## src/rtl/branch_issue_sched.sv

```systemverilog
// rtl/branch_issue_sched.sv - splits a 4-slot bundle into issue groups holding at most one branch
module branch_issue_sched #(
  parameter logic [3:0] BR_OP = 4'b0001
) (
  input  logic        clk,
  input  logic        rst,
  input  logic        in_vld,
  output logic        in_rdy,
  input  logic [15:0] in_ops,
  input  logic [3:0]  in_slot_vld,
  input  logic        flush,
  output logic        iss_vld,
  input  logic        iss_rdy,
  output logic [3:0]  iss_mask,
  output logic        busy,
  output logic [7:0]  stall_cnt
);

  typedef enum logic {
    IDLE  = 1'b0,
    ISSUE = 1'b1
  } state_t;

  state_t      state_q, state_d;
  logic [3:0]  p_q, p_d;
  logic [15:0] ops_q, ops_d;
  logic [7:0]  stall_q, stall_d;

  logic [3:0]  grp;
  logic        accept;
  logic        iss_hs;
  logic [3:0]  p_after;

  // Group = pending slots from oldest upward, stopping before the second pending branch
  always_comb begin
    logic br_seen;
    logic stop;
    grp     = 4'b0000;
    br_seen = 1'b0;
    stop    = 1'b0;
    for (int i = 0; i < 4; i++) begin
      if (p_q[i] && !stop) begin
        if (ops_q[4*i +: 4] == BR_OP) begin
          if (br_seen) begin
            stop = 1'b1;
          end else begin
            br_seen = 1'b1;
            grp[i]  = 1'b1;
          end
        end else begin
          grp[i] = 1'b1;
        end
      end
    end
  end

  // Handshake qualifiers shared by next-state and output logic
  always_comb begin
    accept  = in_vld & (state_q == IDLE) & ~flush;
    iss_hs  = (state_q == ISSUE) & iss_rdy;
    p_after = p_q & ~grp;
  end

  // State and datapath registers; rst dominates everything
  always_ff @(posedge clk) begin
    if (rst) begin
      state_q <= IDLE;
      p_q     <= 4'b0000;
      ops_q   <= 16'h0000;
      stall_q <= 8'h00;
    end else begin
      state_q <= state_d;
      p_q     <= p_d;
      ops_q   <= ops_d;
      stall_q <= stall_d;
    end
  end

  // Next-state: flush first, then bundle load in IDLE, then group retirement in ISSUE
  always_comb begin
    state_d = state_q;
    p_d     = p_q;
    ops_d   = ops_q;
    stall_d = stall_q;
    if (flush) begin
      state_d = IDLE;
      p_d     = 4'b0000;
    end else begin
      case (state_q)
        IDLE: begin
          if (in_vld) begin
            p_d     = in_slot_vld;
            ops_d   = in_ops;
            state_d = (in_slot_vld != 4'b0000) ? ISSUE : IDLE;
          end
        end
        ISSUE: begin
          if (iss_hs) begin
            p_d = p_after;
            if (p_after == 4'b0000) begin
              state_d = IDLE;
            end else if (stall_q != 8'hFF) begin
              stall_d = stall_q + 8'd1;
            end
          end
        end
        default: begin
          state_d = IDLE;
          p_d     = 4'b0000;
        end
      endcase
    end
  end

  // Outputs depend on registered state, except in_rdy which is gated by flush
  always_comb begin
    in_rdy    = (state_q == IDLE) & ~flush;
    iss_vld   = (state_q == ISSUE);
    iss_mask  = (state_q == ISSUE) ? grp : 4'b0000;
    busy      = (p_q != 4'b0000);
    stall_cnt = stall_q;
  end

  logic unused_accept;
  always_comb unused_accept = accept;

endmodule

```

## config.mk

```make
export PLATFORM = sky130hd
export DESIGN_NAME = branch_issue_sched
export DESIGN_NICKNAME = d
export VERILOG_FILES = /design/src/rtl/branch_issue_sched.sv
export SDC_FILE = /design/constraint.sdc
export NUM_CORES = 1
export LEC_CHECK = 0
export CAP_MARGIN = 20
export CORE_MARGIN = 2
export CORE_UTILIZATION = 43
export DETAILED_ROUTE_END_ITERATION = 8
export PLACE_DENSITY = 0.82
export SLEW_MARGIN = 20
export SYNTH_ARGS = -nofsm -noshare
export SYNTH_HDL_FRONTEND = slang
export SYNTH_SLANG_ARGS = --single-unit
export TNS_END_PERCENT = 1
```

## constraint.sdc

```tcl
create_clock -name clk -period 1.8 [get_ports clk]
set_clock_uncertainty 0.05 [all_clocks]
set_input_delay 0.27 -clock clk [delete_from_list [all_inputs] [get_ports clk]]
set_output_delay 0.27 -clock clk [all_outputs]
set_load 0.01 [all_outputs]
```

==> metrics.cfg <==
[setup_path]
reg2reg_depth = 7
r2r_setup_slack_ns = -0.22
start_kind = flip-flop
path_buf_inv = 2
slowest_delay_ns = 0.34
rr_startpoint = ops_q[11]$_SDFFE_PP0P_
cp_cell_sequence = nor4b_4 > buf_4 > a32oi_1 > o21bai_1 > o21ai_1 > and3_1 > buf_2
criticalPathCategory = reg2out
cp.depth = 7
cp_top_family = simple AND/OR/NAND/NOR gates
critPathArrivalTime_ns = 1.74
cp-endpoint = iss_mask[3]
crit_path_start = ops_q[11]$_SDFFE_PP0P_
cp_max_fo = 3
worstPathRequired_ns = 1.48
r2r-end = stall_cnt[5]$_SDFFE_PP0P_
endpoint_kind = output port
crit_path_top_delay_cell = dfxtp_2

[synthesis]
synth_ff_type = dfxtp_1
syn-num-nets = 201
synth_cells = 175
synth_area_um2 = 1463
synthMuxAreaShare_pct = 0.7699
synth_edf_count = 0
ys_ff_latch = 29
synth_top_family_by_area = simple AND/OR/NAND/NOR gates
synth_warnings = 0
synthAdderAreaFrac_pct = 0.8554
ys_seq_area_share_pct = 39.69
syn_area_per_cell_um2 = 8.358
synth_simple_gate_area_share_pct = 32.34
synth-compound-area-share_pct = 22.67
synth-async-reset-ratio_pct = 0
synth_xor_area_share_pct = 0
synth_cell_types = 43

[placement]
place_area_um2 = 2103
gp_congestion = 0.8560
pre_cts_ws_ns = -0.3141
dp_cells = 280
port_buffers = 39
dp_hpwl_um = 2696

[cells_and_area]
final_area_um2 = 2257
syn_to_final_growth_pct = 54.32
drive_gt1_share_pct = 29.55
final_nets = 273
diodes = 0
fin_cells = 293
utilization_pct = 68.18

[power]
ir_drop_uv = 457.5
power_density_nw_per_um2 = 558.7
leakage_nw = 0.8657
finalPower_mw = 1.261

[sta]
period_needed_ns = 2.056
fin_crit_sh_pct = 114.2
whs_ns = 0.4109
layout_setup_ws_ns = -0.2557
relSlewSlack_pct = 72.29
tns_ns = -1.988
rsz0062_at_grt = true
timing_hold_violations_final = 0
maxSlewViolCount = 0
max_freq_mhz = 486.5
worst_slew_pin_slew_ns = 0.4119
finalSetupViolations = 12

[global_routing]
grt_remaining_overflow = 0
grt.total_usage_pct = 21.50
grt_pass1_wl_um = 6672
grt_pass1_vias = 1553
grt_max_degree = 22
antenna_found_initial = 0

[clocking]
clockRootBuffer = clkbuf_4
numCtsBuffers = 5
clk_pin_slew_ns = 0.08
tritoncts = done
cts.htree.levels = 2
clock_sinks = 29
ctsHoldBuffers = 0
clock_latency_ns = 0.33
clockBufferDepth = 2

[floorplan]
placementRows = 21
initial_core_util_pct = 44.18
fp.dieH_um = 62.32
die_w_um = 62.32
ios = 40
core_area_um2 = 3311
dieArea_um2 = 3884

[job]
maxCapViolations = 0

[route]
postRouteAntennaNets = 0
vias_per_cell = 5.474
wl_per_cell_um = 13.31
totalWireLength_um = 3899
drcViolationCount = 0
via_count = 1604
drt_first_pass_iters = 6
drt_iter0_markers = 108

[status]
outcome = finished, violations left
violations = setup timing

[hold_path]
hp-class = reg2reg

-- flip-flops by register name, summed over array words and instances, names as in the netlist --
name and flops:
stall_cnt 8, ops_q 16, p_q 4, iss_vld 1
-- report_power, final --
group | switching [mW] | total, mW | internal [mW]
logic | 0.0775 | 0.182 | 0.105
registers | 0.0206 | 0.682 | 0.662
clock network | 0.213 | 0.397 | 0.184
total | 0.311 | 1.26 | 0.950
-- kinds of logic (layout without fill, tap and decap cells) --
group / count (synthesis) / count (layout)
AOI/OAI and AO/OA: 52 / 52
adders and majority gates: 1 / 1
buffers and inverters: 10 / 82
DFF: 29 / 29
muxes: 1 / 1
and+or+nand+nor: 82 / 82
-- synth_stat cells (2+ instances only) --
cell	number	area (um2)
nor4b_4	3	71.32
o21ai_0	4	20.02
o211ai_1	2	15.01
and3_1	6	37.54
o21bai_1	2	15.01
nor2_1	4	15.01
or4_1	5	37.54
dfxtp_1	29	580.6
buf_6	2	22.52
clkbuf_1	5	18.77
nor2b_1	2	12.51
o31ai_1	4	30.03
nand4_1	2	12.51
a21oi_1	29	145.1
or3_1	2	12.51
and2_1	2	12.51
nand3_1	6	30.03
nand2b_1	2	12.51
nand2_1	40	150.1
-- worst min-delay path: cells and delay by family (launching register included) --
kind / cells / cell delay, ns
AO/OA/AOI/OAI: 1 / 0.05
flip-flops: 1 / 0.32
AND/OR/NAND/NOR: 1 / 0.05
-- repair_timing --
action,CTS,global route
buffers inserted,5,1
gates cloned,0,0
setup endpoints to repair,16,14
pin swaps,13,3
gates resized for setup,26,8
-- area by class of cell --
cell class,count,area (um2)
well taps,46,57.56
flip-flops and latches,29,593.1
inverters,1,3.754
repair buffers,74,641.9
multi-input cells,136,905.9
fillers,283,1054
clock buffers,7,55.05
-- worst min path at each step --
stage	endpoint	startpoint	cells past startpoint
final	ops_q[4]$_SDFFE_PP0P_	ops_q[4]$_SDFFE_PP0P_	2
after global routing	ops_q[12]$_SDFFE_PP0P_	in_ops[12]	3
after CTS	ops_q[4]$_SDFFE_PP0P_	ops_q[4]$_SDFFE_PP0P_	2
after detailed placement	ops_q[4]$_SDFFE_PP0P_	ops_q[4]$_SDFFE_PP0P_	2
after global placement	ops_q[0]$_SDFFE_PP0P_	ops_q[0]$_SDFFE_PP0P_	2
after floorplan	p_q[0]$_SDFFE_PP0P_	in_slot_vld[0]	2
-- layer usage --
layer,vias up,routed length (um),GRT usage [%]
met1,752,1541,24.41
met3,13,252,6.884
met2,58,2002,36.41
li1,781,-,-
met5,-,0,0
met4,0,102,10.56
-- cells in the final DEF, fill, tap and decap left out, types with 2 or more instances in the layout --
master / netlist / final
buf_4: 0 / 34
nand2_1: 40 / 40
or4_4: 0 / 2
or4_1: 5 / 3
o21bai_1: 2 / 2
o211ai_1: 2 / 2
and3_1: 6 / 6
nor2b_1: 2 / 2
clkbuf_4: 0 / 5
or3_1: 2 / 2
nor4b_4: 3 / 4
nand3_1: 6 / 6
dfxtp_2: 0 / 7
nand2b_1: 2 / 2
dlygate4sd2_1: 0 / 2
dfxtp_1: 29 / 21
clkdlybuf4s50_1: 0 / 33
o21ai_0: 4 / 3
nor2_1: 4 / 4
a21oi_2: 0 / 5
nand4_1: 2 / 2
buf_2: 1 / 3
a21oi_1: 29 / 24
and2_1: 2 / 2
o31ai_1: 4 / 4
Power figures use the tool's default switching activity.
